`config.mk`:
```
export PLATFORM = sky130hd
export DESIGN_NAME = debug_ctrl_v2
export DESIGN_NICKNAME = d
export VERILOG_FILES = /design/src/rtl/debug_pkg.sv /design/src/rtl/debug_word_tx.sv /design/src/rtl/debug_ctrl_v2.sv
export SDC_FILE = /design/constraint.sdc
export NUM_CORES = 1
export LEC_CHECK = 0
export ABC_CLOCK_PERIOD_IN_PS = 2220
export BUFFER_PORTS_ARGS = -buffer_cell sky130_fd_sc_hd__buf_2
export CORE_MARGIN = 5
export CORE_UTILIZATION = 40
export CTS_CLUSTER_SIZE = 28
export DETAILED_ROUTE_END_ITERATION = 8
export MAX_ROUTING_LAYER = met4
export PLACE_DENSITY = 0.66
export SLEW_MARGIN = 10
export SYNTH_ARGS = -nofsm -noshare
export SYNTH_HDL_FRONTEND = slang
export SYNTH_HIERARCHICAL = 1
export SYNTH_SLANG_ARGS = --single-unit
```
`constraint.sdc`:
```
create_clock -name clock_i -period 2.22 [get_ports clock_i]
set_input_delay 0.111 -clock clock_i [delete_from_list [all_inputs] [get_ports clock_i]]
set_output_delay 0.111 -clock clock_i [all_outputs]
set_load 0.02 [all_outputs]
```
`src/rtl/debug_pkg.sv`:
```
// Shared definitions for the debug controller.
// Contents: top-level FSM encoding (also driven out on state_o), dump sub-phases,
// UART command bytes and the end-of-program marker word.
package debug_pkg;

    localparam int unsigned NB_BYTE = 8;

    typedef enum logic [2:0] {
        StLoad = 3'd0,
        StCmd  = 3'd1,
        StStep = 3'd2,
        StRun  = 3'd3,
        StDump = 3'd4
    } state_e;

    // Which word of the dump is being sent.
    typedef enum logic [1:0] {
        PhPc  = 2'd0,
        PhCnt = 2'd1,
        PhReg = 2'd2,
        PhMem = 2'd3
    } dump_phase_e;

    // Per-word sequence: present address, latch read data, wait for serialiser.
    typedef enum logic [1:0] {
        StepAddr  = 2'd0,
        StepLatch = 2'd1,
        StepSend  = 2'd2
    } dump_step_e;

    localparam logic [7:0] CMD_STEP  = 8'h01;
    localparam logic [7:0] CMD_RUN   = 8'h02;
    localparam logic [7:0] CMD_DUMP  = 8'h03;
    localparam logic [7:0] CMD_LOAD  = 8'h04;
    localparam logic [7:0] CMD_BREAK = 8'h05;

    // All-ones terminator; sliced down to the machine word width by users.
    localparam logic [63:0] END_OF_PROGRAM = 64'hFFFF_FFFF_FFFF_FFFF;

endpackage

```
`src/rtl/debug_word_tx.sv`:
```
// Word serialiser for the debug dump.
// A start_i pulse latches word_i; the word then leaves as NB_DATA/8 bytes, LSB first,
// one tx_start_o pulse per byte, each waiting for tx_done_i before the next.
// done_o pulses once after the last byte's tx_done_i.
// Ports: clock_i, reset_i (sync, active high), start_i, word_i, tx_data_o, tx_start_o,
//        tx_done_i, done_o.
module debug_word_tx
    import debug_pkg::*;
#(
    parameter int unsigned NB_DATA = 32
) (
    input  logic               clock_i,
    input  logic               reset_i,
    input  logic               start_i,
    input  logic [NB_DATA-1:0] word_i,
    output logic [7:0]         tx_data_o,
    output logic               tx_start_o,
    input  logic               tx_done_i,
    output logic               done_o
);

    localparam int unsigned N_BYTES = NB_DATA / NB_BYTE;
    localparam int unsigned NB_IDX  = (N_BYTES > 1) ? $clog2(N_BYTES) : 1;

    logic               busy_q, busy_d;
    logic [NB_IDX-1:0]  idx_q, idx_d;
    logic [NB_DATA-1:0] shift_q, shift_d;
    logic [7:0]         data_q, data_d;
    logic               start_q, start_d;
    logic               done_q, done_d;

    always_comb begin
        busy_d  = busy_q;
        idx_d   = idx_q;
        shift_d = shift_q;
        data_d  = data_q;
        start_d = 1'b0;
        done_d  = 1'b0;
        if (!busy_q) begin
            if (start_i) begin
                busy_d  = 1'b1;
                idx_d   = '0;
                data_d  = word_i[7:0];
                shift_d = word_i >> NB_BYTE;
                start_d = 1'b1;
            end
        // A done coinciding with our own start pulse cannot belong to this byte.
        end else if (tx_done_i && !start_q) begin
            if (idx_q == NB_IDX'(N_BYTES - 1)) begin
                busy_d = 1'b0;
                done_d = 1'b1;
            end else begin
                idx_d   = idx_q + NB_IDX'(1);
                data_d  = shift_q[7:0];
                shift_d = shift_q >> NB_BYTE;
                start_d = 1'b1;
            end
        end
    end

    always_ff @(posedge clock_i) begin
        if (reset_i) begin
            busy_q  <= 1'b0;
            idx_q   <= '0;
            shift_q <= '0;
            data_q  <= '0;
            start_q <= 1'b0;
            done_q  <= 1'b0;
        end else begin
            busy_q  <= busy_d;
            idx_q   <= idx_d;
            shift_q <= shift_d;
            data_q  <= data_d;
            start_q <= start_d;
            done_q  <= done_d;
        end
    end

    assign tx_data_o  = data_q;
    assign tx_start_o = start_q;
    assign done_o     = done_q;

endmodule

```
`src/rtl/debug_ctrl_v2.sv`:
```
// Debug controller between the UART byte stream and the MIPS pipeline.
// LOAD assembles rx bytes (LSB first) into instruction words and writes them until the
// all-ones terminator or the last address; CMD decodes run-control bytes; STEP/RUN gate
// the pipeline; DUMP sends PC, [cycle count], registers and data memory over UART.
// Optional feature macro: DEBUG_CYCLE_COUNT_EN adds the cycle counter and its dump word.
// Ports: clock_i/reset_i (sync, active high); rx_data_i/rx_valid_i from UART rx;
//        tx_data_o/tx_start_o/tx_done_i to UART tx; instr_* program write port;
//        en_pipeline_o, halt_i, pc_i pipeline control; reg_*/mem_* debug read ports
//        (1-cycle read latency); state_o current FSM state.
module debug_ctrl_v2
    import debug_pkg::*;
#(
    parameter int unsigned NB_DATA       = 32,
    parameter int unsigned NB_REG        = 5,
    parameter int unsigned N_REGISTER    = 32,
    parameter int unsigned NB_ADDR       = 7,
    parameter int unsigned N_MEMORY_DATA = 128
) (
    input  logic               clock_i,
    input  logic               reset_i,
    input  logic [7:0]         rx_data_i,
    input  logic               rx_valid_i,
    output logic [7:0]         tx_data_o,
    output logic               tx_start_o,
    input  logic               tx_done_i,
    output logic [NB_DATA-1:0] instr_data_o,
    output logic [NB_ADDR-1:0] instr_addr_o,
    output logic               instr_we_o,
    output logic               en_pipeline_o,
    input  logic               halt_i,
    input  logic [NB_DATA-1:0] pc_i,
    output logic               reg_sel_o,
    output logic [NB_REG-1:0]  reg_addr_o,
    input  logic [NB_DATA-1:0] reg_data_i,
    output logic               mem_sel_o,
    output logic [NB_ADDR-1:0] mem_addr_o,
    input  logic [NB_DATA-1:0] mem_data_i,
    output logic [2:0]         state_o
);

    localparam int unsigned N_BYTES = NB_DATA / NB_BYTE;
    localparam int unsigned NB_IDX  = (N_BYTES > 1) ? $clog2(N_BYTES) : 1;

    state_e             state_q, state_d;
    dump_phase_e        phase_q, phase_d;
    dump_step_e         step_q, step_d;
    logic [NB_IDX-1:0]  byte_cnt_q, byte_cnt_d;
    logic [NB_DATA-1:0] word_q, word_d;
    logic               we_q, we_d;
    logic [NB_ADDR-1:0] addr_q, addr_d;
    logic               en_q, en_d;
    logic [NB_REG-1:0]  reg_addr_q, reg_addr_d;
    logic [NB_ADDR-1:0] mem_addr_q, mem_addr_d;
`ifdef DEBUG_CYCLE_COUNT_EN
    logic [NB_DATA-1:0] cnt_q, cnt_d;
`endif

    logic               word_start;
    logic [NB_DATA-1:0] word_val;
    logic               word_done;

    always_comb begin
        state_d    = state_q;
        phase_d    = phase_q;
        step_d     = step_q;
        byte_cnt_d = byte_cnt_q;
        word_d     = word_q;
        we_d       = 1'b0;
        addr_d     = addr_q;
        en_d       = en_q;
        reg_addr_d = reg_addr_q;
        mem_addr_d = mem_addr_q;
        word_start = 1'b0;
        word_val   = '0;
`ifdef DEBUG_CYCLE_COUNT_EN
        cnt_d = en_q ? cnt_q + NB_DATA'(1) : cnt_q;
`endif

        unique case (state_q)
            StLoad: begin
                if (we_q) begin
                    addr_d = addr_q + NB_ADDR'(1);
                    // Memory full: the write just issued was the last address.
                    if (addr_q == {NB_ADDR{1'b1}}) state_d = StCmd;
                end
                if (rx_valid_i) begin
                    word_d = (word_q >> NB_BYTE) | (NB_DATA'(rx_data_i) << (NB_DATA - NB_BYTE));
                    if (byte_cnt_q == NB_IDX'(N_BYTES - 1)) begin
                        byte_cnt_d = '0;
                        if (word_d == END_OF_PROGRAM[NB_DATA-1:0]) begin
                            state_d = StCmd;
                            addr_d  = '0;
                        end else begin
                            we_d = 1'b1;
                        end
                    end else begin
                        byte_cnt_d = byte_cnt_q + NB_IDX'(1);
                    end
                end
            end
            StCmd: begin
                if (rx_valid_i) begin
                    case (rx_data_i)
                        CMD_STEP: begin
                            state_d = StStep;
                            en_d    = 1'b1;
                        end
                        CMD_RUN: begin
                            state_d = StRun;
                            en_d    = 1'b1;
                        end
                        CMD_DUMP: begin
                            state_d = StDump;
                            phase_d = PhPc;
                            step_d  = StepAddr;
                        end
                        CMD_LOAD: begin
                            state_d    = StLoad;
                            addr_d     = '0;
                            byte_cnt_d = '0;
`ifdef DEBUG_CYCLE_COUNT_EN
                            cnt_d = '0;
`endif
                        end
                        default: ;
                    endcase
                end
            end
            StStep: begin
                en_d    = 1'b0;
                state_d = StDump;
                phase_d = PhPc;
                step_d  = StepAddr;
            end
            StRun: begin
                // halt and break together still make a single stop.
                if (halt_i || (rx_valid_i && rx_data_i == CMD_BREAK)) begin
                    en_d    = 1'b0;
                    state_d = StDump;
                    phase_d = PhPc;
                    step_d  = StepAddr;
                end
            end
            StDump: begin
                unique case (step_q)
                    // Address is on the port this cycle; read data is valid next cycle.
                    StepAddr: step_d = StepLatch;
                    StepLatch: begin
                        word_start = 1'b1;
                        step_d     = StepSend;
                        unique case (phase_q)
                            PhPc:  word_val = pc_i;
`ifdef DEBUG_CYCLE_COUNT_EN
                            PhCnt: word_val = cnt_q;
`else
                            PhCnt: word_val = '0;
`endif
                            PhReg: word_val = reg_data_i;
                            PhMem: word_val = mem_data_i;
                            default: word_val = '0;
                        endcase
                    end
                    StepSend: begin
                        if (word_done) begin
                            step_d = StepAddr;
                            unique case (phase_q)
`ifdef DEBUG_CYCLE_COUNT_EN
                                PhPc:  phase_d = PhCnt;
`else
                                PhPc:  phase_d = PhReg;
`endif
                                PhCnt: phase_d = PhReg;
                                PhReg: begin
                                    if (reg_addr_q == NB_REG'(N_REGISTER - 1)) begin
                                        reg_addr_d = '0;
                                        phase_d    = PhMem;
                                    end else begin
                                        reg_addr_d = reg_addr_q + NB_REG'(1);
                                    end
                                end
                                PhMem: begin
                                    if (mem_addr_q == NB_ADDR'(N_MEMORY_DATA - 1)) begin
                                        mem_addr_d = '0;
                                        phase_d    = PhPc;
                                        state_d    = StCmd;
                                    end else begin
                                        mem_addr_d = mem_addr_q + NB_ADDR'(1);
                                    end
                                end
                                default: phase_d = PhPc;
                            endcase
                        end
                    end
                    default: step_d = StepAddr;
                endcase
            end
            default: state_d = StLoad;
        endcase
    end

    always_ff @(posedge clock_i) begin
        if (reset_i) begin
            state_q    <= StLoad;
            phase_q    <= PhPc;
            step_q     <= StepAddr;
            byte_cnt_q <= '0;
            word_q     <= '0;
            we_q       <= 1'b0;
            addr_q     <= '0;
            en_q       <= 1'b0;
            reg_addr_q <= '0;
            mem_addr_q <= '0;
`ifdef DEBUG_CYCLE_COUNT_EN
            cnt_q      <= '0;
`endif
        end else begin
            state_q    <= state_d;
            phase_q    <= phase_d;
            step_q     <= step_d;
            byte_cnt_q <= byte_cnt_d;
            word_q     <= word_d;
            we_q       <= we_d;
            addr_q     <= addr_d;
            en_q       <= en_d;
            reg_addr_q <= reg_addr_d;
            mem_addr_q <= mem_addr_d;
`ifdef DEBUG_CYCLE_COUNT_EN
            cnt_q      <= cnt_d;
`endif
        end
    end

    debug_word_tx #(
        .NB_DATA(NB_DATA)
    ) u_word_tx (
        .clock_i   (clock_i),
        .reset_i   (reset_i),
        .start_i   (word_start),
        .word_i    (word_val),
        .tx_data_o (tx_data_o),
        .tx_start_o(tx_start_o),
        .tx_done_i (tx_done_i),
        .done_o    (word_done)
    );

    assign instr_data_o  = word_q;
    assign instr_addr_o  = addr_q;
    assign instr_we_o    = we_q;
    assign en_pipeline_o = en_q;
    assign reg_sel_o     = (state_q == StDump);
    assign mem_sel_o     = (state_q == StDump);
    assign reg_addr_o    = reg_addr_q;
    assign mem_addr_o    = mem_addr_q;
    assign state_o       = state_q;

endmodule

```
### Word level (Yosys, flattened, before mapping)

Cells that the tools add are included.

* word-level logic and storage cells: 156
* input port bits: 109
* bits in registers: 107
* output and inout port bits: 67

* equal/unequal tests: 36
* reduce and logical (&&, ||, !) cells: 25
* multiplexer cells: 68
* $add $sub $neg: 5
* bitwise operators: 6

Operators with widths (count)
* $mux 32: 6
* $pmux 32 s4: 1
* $mux 7: 7
* $mux 3: 11
* $eq 32x32->1 const B: 1
* $mux 2: 16
* $mux 8: 4
* $or 24x32->32: 1
* $eq 8x2->1 const B: 2
* $eq 8x3->1 const B: 2
* $pmux 2 s4: 2
* $reduce_and 4->1: 4
* $pmux 3 s5: 1
* $add 7x1->7 const B: 2
* $eq 7x7->1 const B: 2
* $pmux 7 s2: 1
* $mux 1: 13
* $ne 2x1->1 const B: 6
* $ne 2x2->1 const B: 6
* $pmux 2 s3: 2
* $pmux 3 s4: 1
* $eq 2x2->1 const B: 5
* $eq 8x1->1 const B: 1
* $reduce_and 8->1: 1
* 29 further kinds: 42

### Longest topological paths before layout

* word-level depth: 7
* depth in mapped cells: 12
* depth with buffers taken out: 8

### Hierarchy

The synthesis kept the hierarchy.

By module, submodules not included
* debug_ctrl_v2: cells an instance 488, area an instance 3593.4 um^2, seq. area each 1241.2 um^2, times used 1
* debug_word_tx: cells an instance 150, area an instance 1715.4 um^2, seq. area each 740.7 um^2, times used 1

### Least setup slack after synthesis

No wires, ideal clock.

* path type: register to register
* start: reg state_q[1] (netlist: state_o[1])
* end: reg u_word_tx.data_q[0] (netlist: u_word_tx/tx_data_o[0])
* path buffers: 4
* stages on the path, launching flop included: 13
* slack: -0.070 ns
* arrival: 2.144 ns
* required time: 2.074 ns
* path through: dfxtp_1 buf_2 nor2_1 nand2_1 nor2_1 nand2_1 clkbuf_1 inv_1 nor2b_1 buf_2 buf_2 nor3_1 a211oi_2

* word-level cells in the longest chain between the ends: 4
* elaborated cells on any way between the ends: 7
* those cells by class: eq/ne (1); mux (4); reduce/logical (2)

RTL lines
* from (decl): RTL line debug_ctrl_v2.sv:44 `state_e state_q, state_d;`
* from (signal assigned): RTL line debug_ctrl_v2.sv:203 `state_q <= StLoad;`
* from (signal assigned): RTL line debug_ctrl_v2.sv:217 `state_q <= state_d;`
* $eq 3x3->1: RTL line debug_ctrl_v2.sv:79 `unique case (state_q)`
* $mux 1: RTL line debug_ctrl_v2.sv:79
* named net word_start: RTL line debug_ctrl_v2.sv:58 `logic word_start;`
* $reduce_bool 2->1 (no line)
* $reduce_and 3->1 (no line)
* to (signal assigned): RTL line debug_word_tx.sv:73 `data_q <= data_d;`
* to (decl): RTL line debug_word_tx.sv:28 `logic [7:0] data_q, data_d;`

The timed path passes the listed nets, and every way through them passes these cells. The select of a mux whose other input is x is not followed.
A chain may end at the register's enable or synchronous reset.

### Worst setup path after layout

* start: reg state_q[1] (netlist: state_o[1])
* end: reg addr_q[2] (netlist: instr_addr_o[2])

* word-level cells in the longest chain between the ends: 3
* elaborated cells on any way between the ends: 7
* those cells by class: eq/ne (3); mux (1); reduce/logical (3)

RTL lines
* $eq 3x1->1 or $logic_not 3->1 (tied branches): RTL line debug_ctrl_v2.sv:79
* $ne 2x1->1 (no line), or another cell as far along
* $reduce_and 3->1 (no line)
* to (signal assigned): RTL line debug_ctrl_v2.sv:223 `addr_q <= addr_d;`
* to (decl): RTL line debug_ctrl_v2.sv:50 `logic [NB_ADDR-1:0] addr_q, addr_d;`

Several ways; a longest one is shown, not always the timed one.

==> results.cfg <==
[cts]
max-clock-path-buffers = 2
cts_tree = done
clock_sinks = 99
cts_max_level = 3
clk_pin_slew_worst_paths_ns = 0.07
cts-root-buf = clkbuf_16
cts_buffers = 9
ctsHoldBuffers = 0
cts.repair_timing.setup_buffer_count = 0
clk_latency_ns = 0.35
cts_resized = 0

[route]
dr.first_iter.drc_count = 365
vias_per_cell = 5.14
drt_wl_total_um = 14400
num_vias = 5047
first_pass_iters = 5
remaining_drc_errors = 0
wire_per_inst_um = 14.7
ant_nets = 0

[yosys]
yosys.cell_types.count = 60
ys_ff_latch = 99
netlist_instances = 638
synth_top_area_share_pct = 37.3
async_flop_share_pct = 0
synth_area_leader_cell = dfxtp_1
yosys_warnings = 6
ys_top_cells_by_area = dfxtp_1, mux2i_1, a21oi_1
netlist_area_mm2 = 0.00531
ys.flop_type = dfxtp_1
avgSynthCellArea_um2 = 8.32
syn_nets = 753
seq_area_frac_synth_pct = 37.3
synth-edff-count = 0

[critical_path]
critPathCaptureType = flop
worst_path_most_repeated_cell = nor2_1
arrival_ns = 2.14
cp-start-kind = flop
reg2reg_depth = 6
cpLargestDelayFamily = simple AND/OR/NAND/NOR gates
crit_slowest_cell = or3b_2
cp.depth = 6
max_stage_delay_ns = 0.48
r2r_setup_slack_ns = 0.31
cp_max_fo = 10
r2r-end = instr_addr_o[2]
crit_type = flop to flop
cp_cell_sequence = buf_4 > or3b_2 > nor4_4 > nor2_1 > o21bai_2 > nor2_1
worstPathRequired_ns = 2.45
critPathBufInv = 1
worstReg2RegStart = state_o[1]

[timing]
hold_violations = 0
hold_slack_ns = 0.0372
clock_skew_ns = 0.00452
clock.fmax_mhz = 523
min_period_ns = 1.91
tightest_slew_ns = 0.697
rsz0062_at_grt = no
fin_crit_sh_pct = 86.1
tns_ns = 0
slew_headroom_pct = 53.6
finalMaxSlewViolations = 0
setup_viol = 0

[final_layout]
nNetsFinal = 916
final_util_pct = 50.9
final_cells = 982
drive_gt1_share_pct = 30.9
syn_to_final_growth_pct = 26.0
antennaDiodeCount = 0

[outcome]
outcome = complete, no violations

[hold_path]
hold_end = instr_data_o[31]
hp-start = rx_data_i[7]
hp-class = input port to flop
min_path_cells = 3

[placement]
dp.cells = 966
placement.io_buffers = 175
gp_congestion = 0.860
dp_hpwl_um = 10700

[die]
die_w_um = 125
rows = 42
num_io_pins = 176
floorplan.initialDensity_pct = 40.4
fp.dieArea_mm2 = 0.0157
design.core.area_mm2 = 0.0131
dieHeight_um = 125

[global_routing]
antenna_found_initial = 0
grt_pass1_wl_um = 23900
grt_max_degree = 57
grt_pass1_vias = 4754
grt_usage_pct = 18.6
overflow = 0

[pwr]
vdd_ir_drop_max_mv = 0.332
power_per_cell_area_mw_per_mm2 = 698
p_leak_nw = 2.73

[flow_run]
drv_cap = 0
## cells in the final DEF (no fill, tap or decap), types with 6 or more instances in the layout
cell type  synthesis  routed
nand4_1           14      14
dfxtp_1           99      98
a211oi_2          20      20
nor3_1            28      28
nand2_1           77      77
buf_4              3      26
nor2_1            90      90
a211oi_1           6       6
mux2i_1           60      60
o21ai_0            8       8
nand3_1            9       9
buf_2              7     174
ha_1               6       6
clkbuf_16          0       9
a21oi_1           77      77
xor2_1            13      13
and3_1             6       6
a22o_1             8       8
## area by class of cell
class	count	area [µm²]
Clock inverter	7	106
Clock buffer	9	225
Sequential cell	99	1980
Tap cell	176	220
Multi-Input combinational cell	486	3070
Timing Repair Buffer	200	1070
Inverter	5	18.8
Fill cell	1327	6450
## synthesized netlist by cell type (all sizes together), types with 2 or more instances
library cell and count:
and3 6, inv 5, nand3 9, o21ai 8, clkbuf 29, o211ai 5, nor4 5, xor2 13
nand4 14, nor2b 5, or3b 3, a21oi 77, a311oi 5, buf 19, nand2b 3, and2 3
ha 6, nand3b 2, a22o 8, a31oi 4, dfxtp 99, nor2 91, nand2 78, and4b 4
mux2i 60, o2bb2ai 2, or4 3, nor3 30, a211oi 26
## how the worst max path moves through the flow
stage | endpoint | from
2_1_floorplan | u_word_tx/tx_data_o[0] | state_o[1]
3_3_place_gp | instr_addr_o[1] | state_o[1]
3_5_place_dp | instr_addr_o[2] | state_o[1]
4_1_cts | instr_addr_o[2] | state_o[1]
5_1_grt | instr_addr_o[5] | state_o[1]
6_report | instr_addr_o[2] | state_o[1]
## worst register-to-register path: cells and delay by family, from the launching register on
family | cells | cell delay [ns]
AO/OA/AOI/OAI | 1 | 0.32
buffers and inverters | 1 | 0.16
flip-flops | 1 | 0.31
AND/OR/NAND/NOR | 4 | 1.00
## where the power goes
group	total [mW]	leakage [nW]	internal [mW]	switching, mW
clock	1.73	0.163	1.01	0.726
sequential	1.94	0.800	1.86	0.0797
combinational	0.992	1.76	0.369	0.622
total	4.67	2.73	3.24	1.43
## metal layers
| metal | GRT usage, % | up-vias | part of all wire (%) |
|---|---|---|---|
| met4 | 4.78 | 0 | 0.86 |
| met3 | 3.80 | 12 | 6.2 |
| met1 | 26.9 | 2261 | 50 |
| met5 | - | - | 0 |
| li1 | - | 2610 | - |
| met2 | 26.6 | 164 | 43 |
## logic make-up (layout without fill, tap and decap cells)
family	count (synthesis)	in the layout	synth area share [%]
AO/OA/AOI/OAI	143	143	18.6
XOR/XNOR	13	13	2.14
adder cells (fa/ha/maj)	6	6	1.41
buffers and inverters	53	221	4.93
flip-flops	99	99	37.3
multiplexers	60	60	11.3
AND/OR/NAND/NOR	264	264	24.2
## registers in the layout, indices dropped and copies added, names as in the netlist
register and flops:
mem_addr_o 7, u_word_tx/shift_q 24, u_word_tx/busy_q 1, u_word_tx/done_o 1, byte_cnt_q 2, u_word_tx/idx_q 2, u_word_tx/tx_data_o 8, en_pipeline_o 1
phase_q 2, state_o 3, u_word_tx/tx_start_o 1, instr_data_o 32, reg_addr_o 5, step_q 2, instr_we_o 1, instr_addr_o 7
## stage by stage
stage,area [µm²],power (mW),setup slack (ns)
final,6690,4.67,0.308
after global routing,6690,4.88,0.156
after CTS,6690,4.72,0.292
after detailed placement,6360,2.98,0.305
after global placement,6360,2.97,0.347
after floorplan,5310,2.60,0.0388
Power figures use the tool's default switching activity.
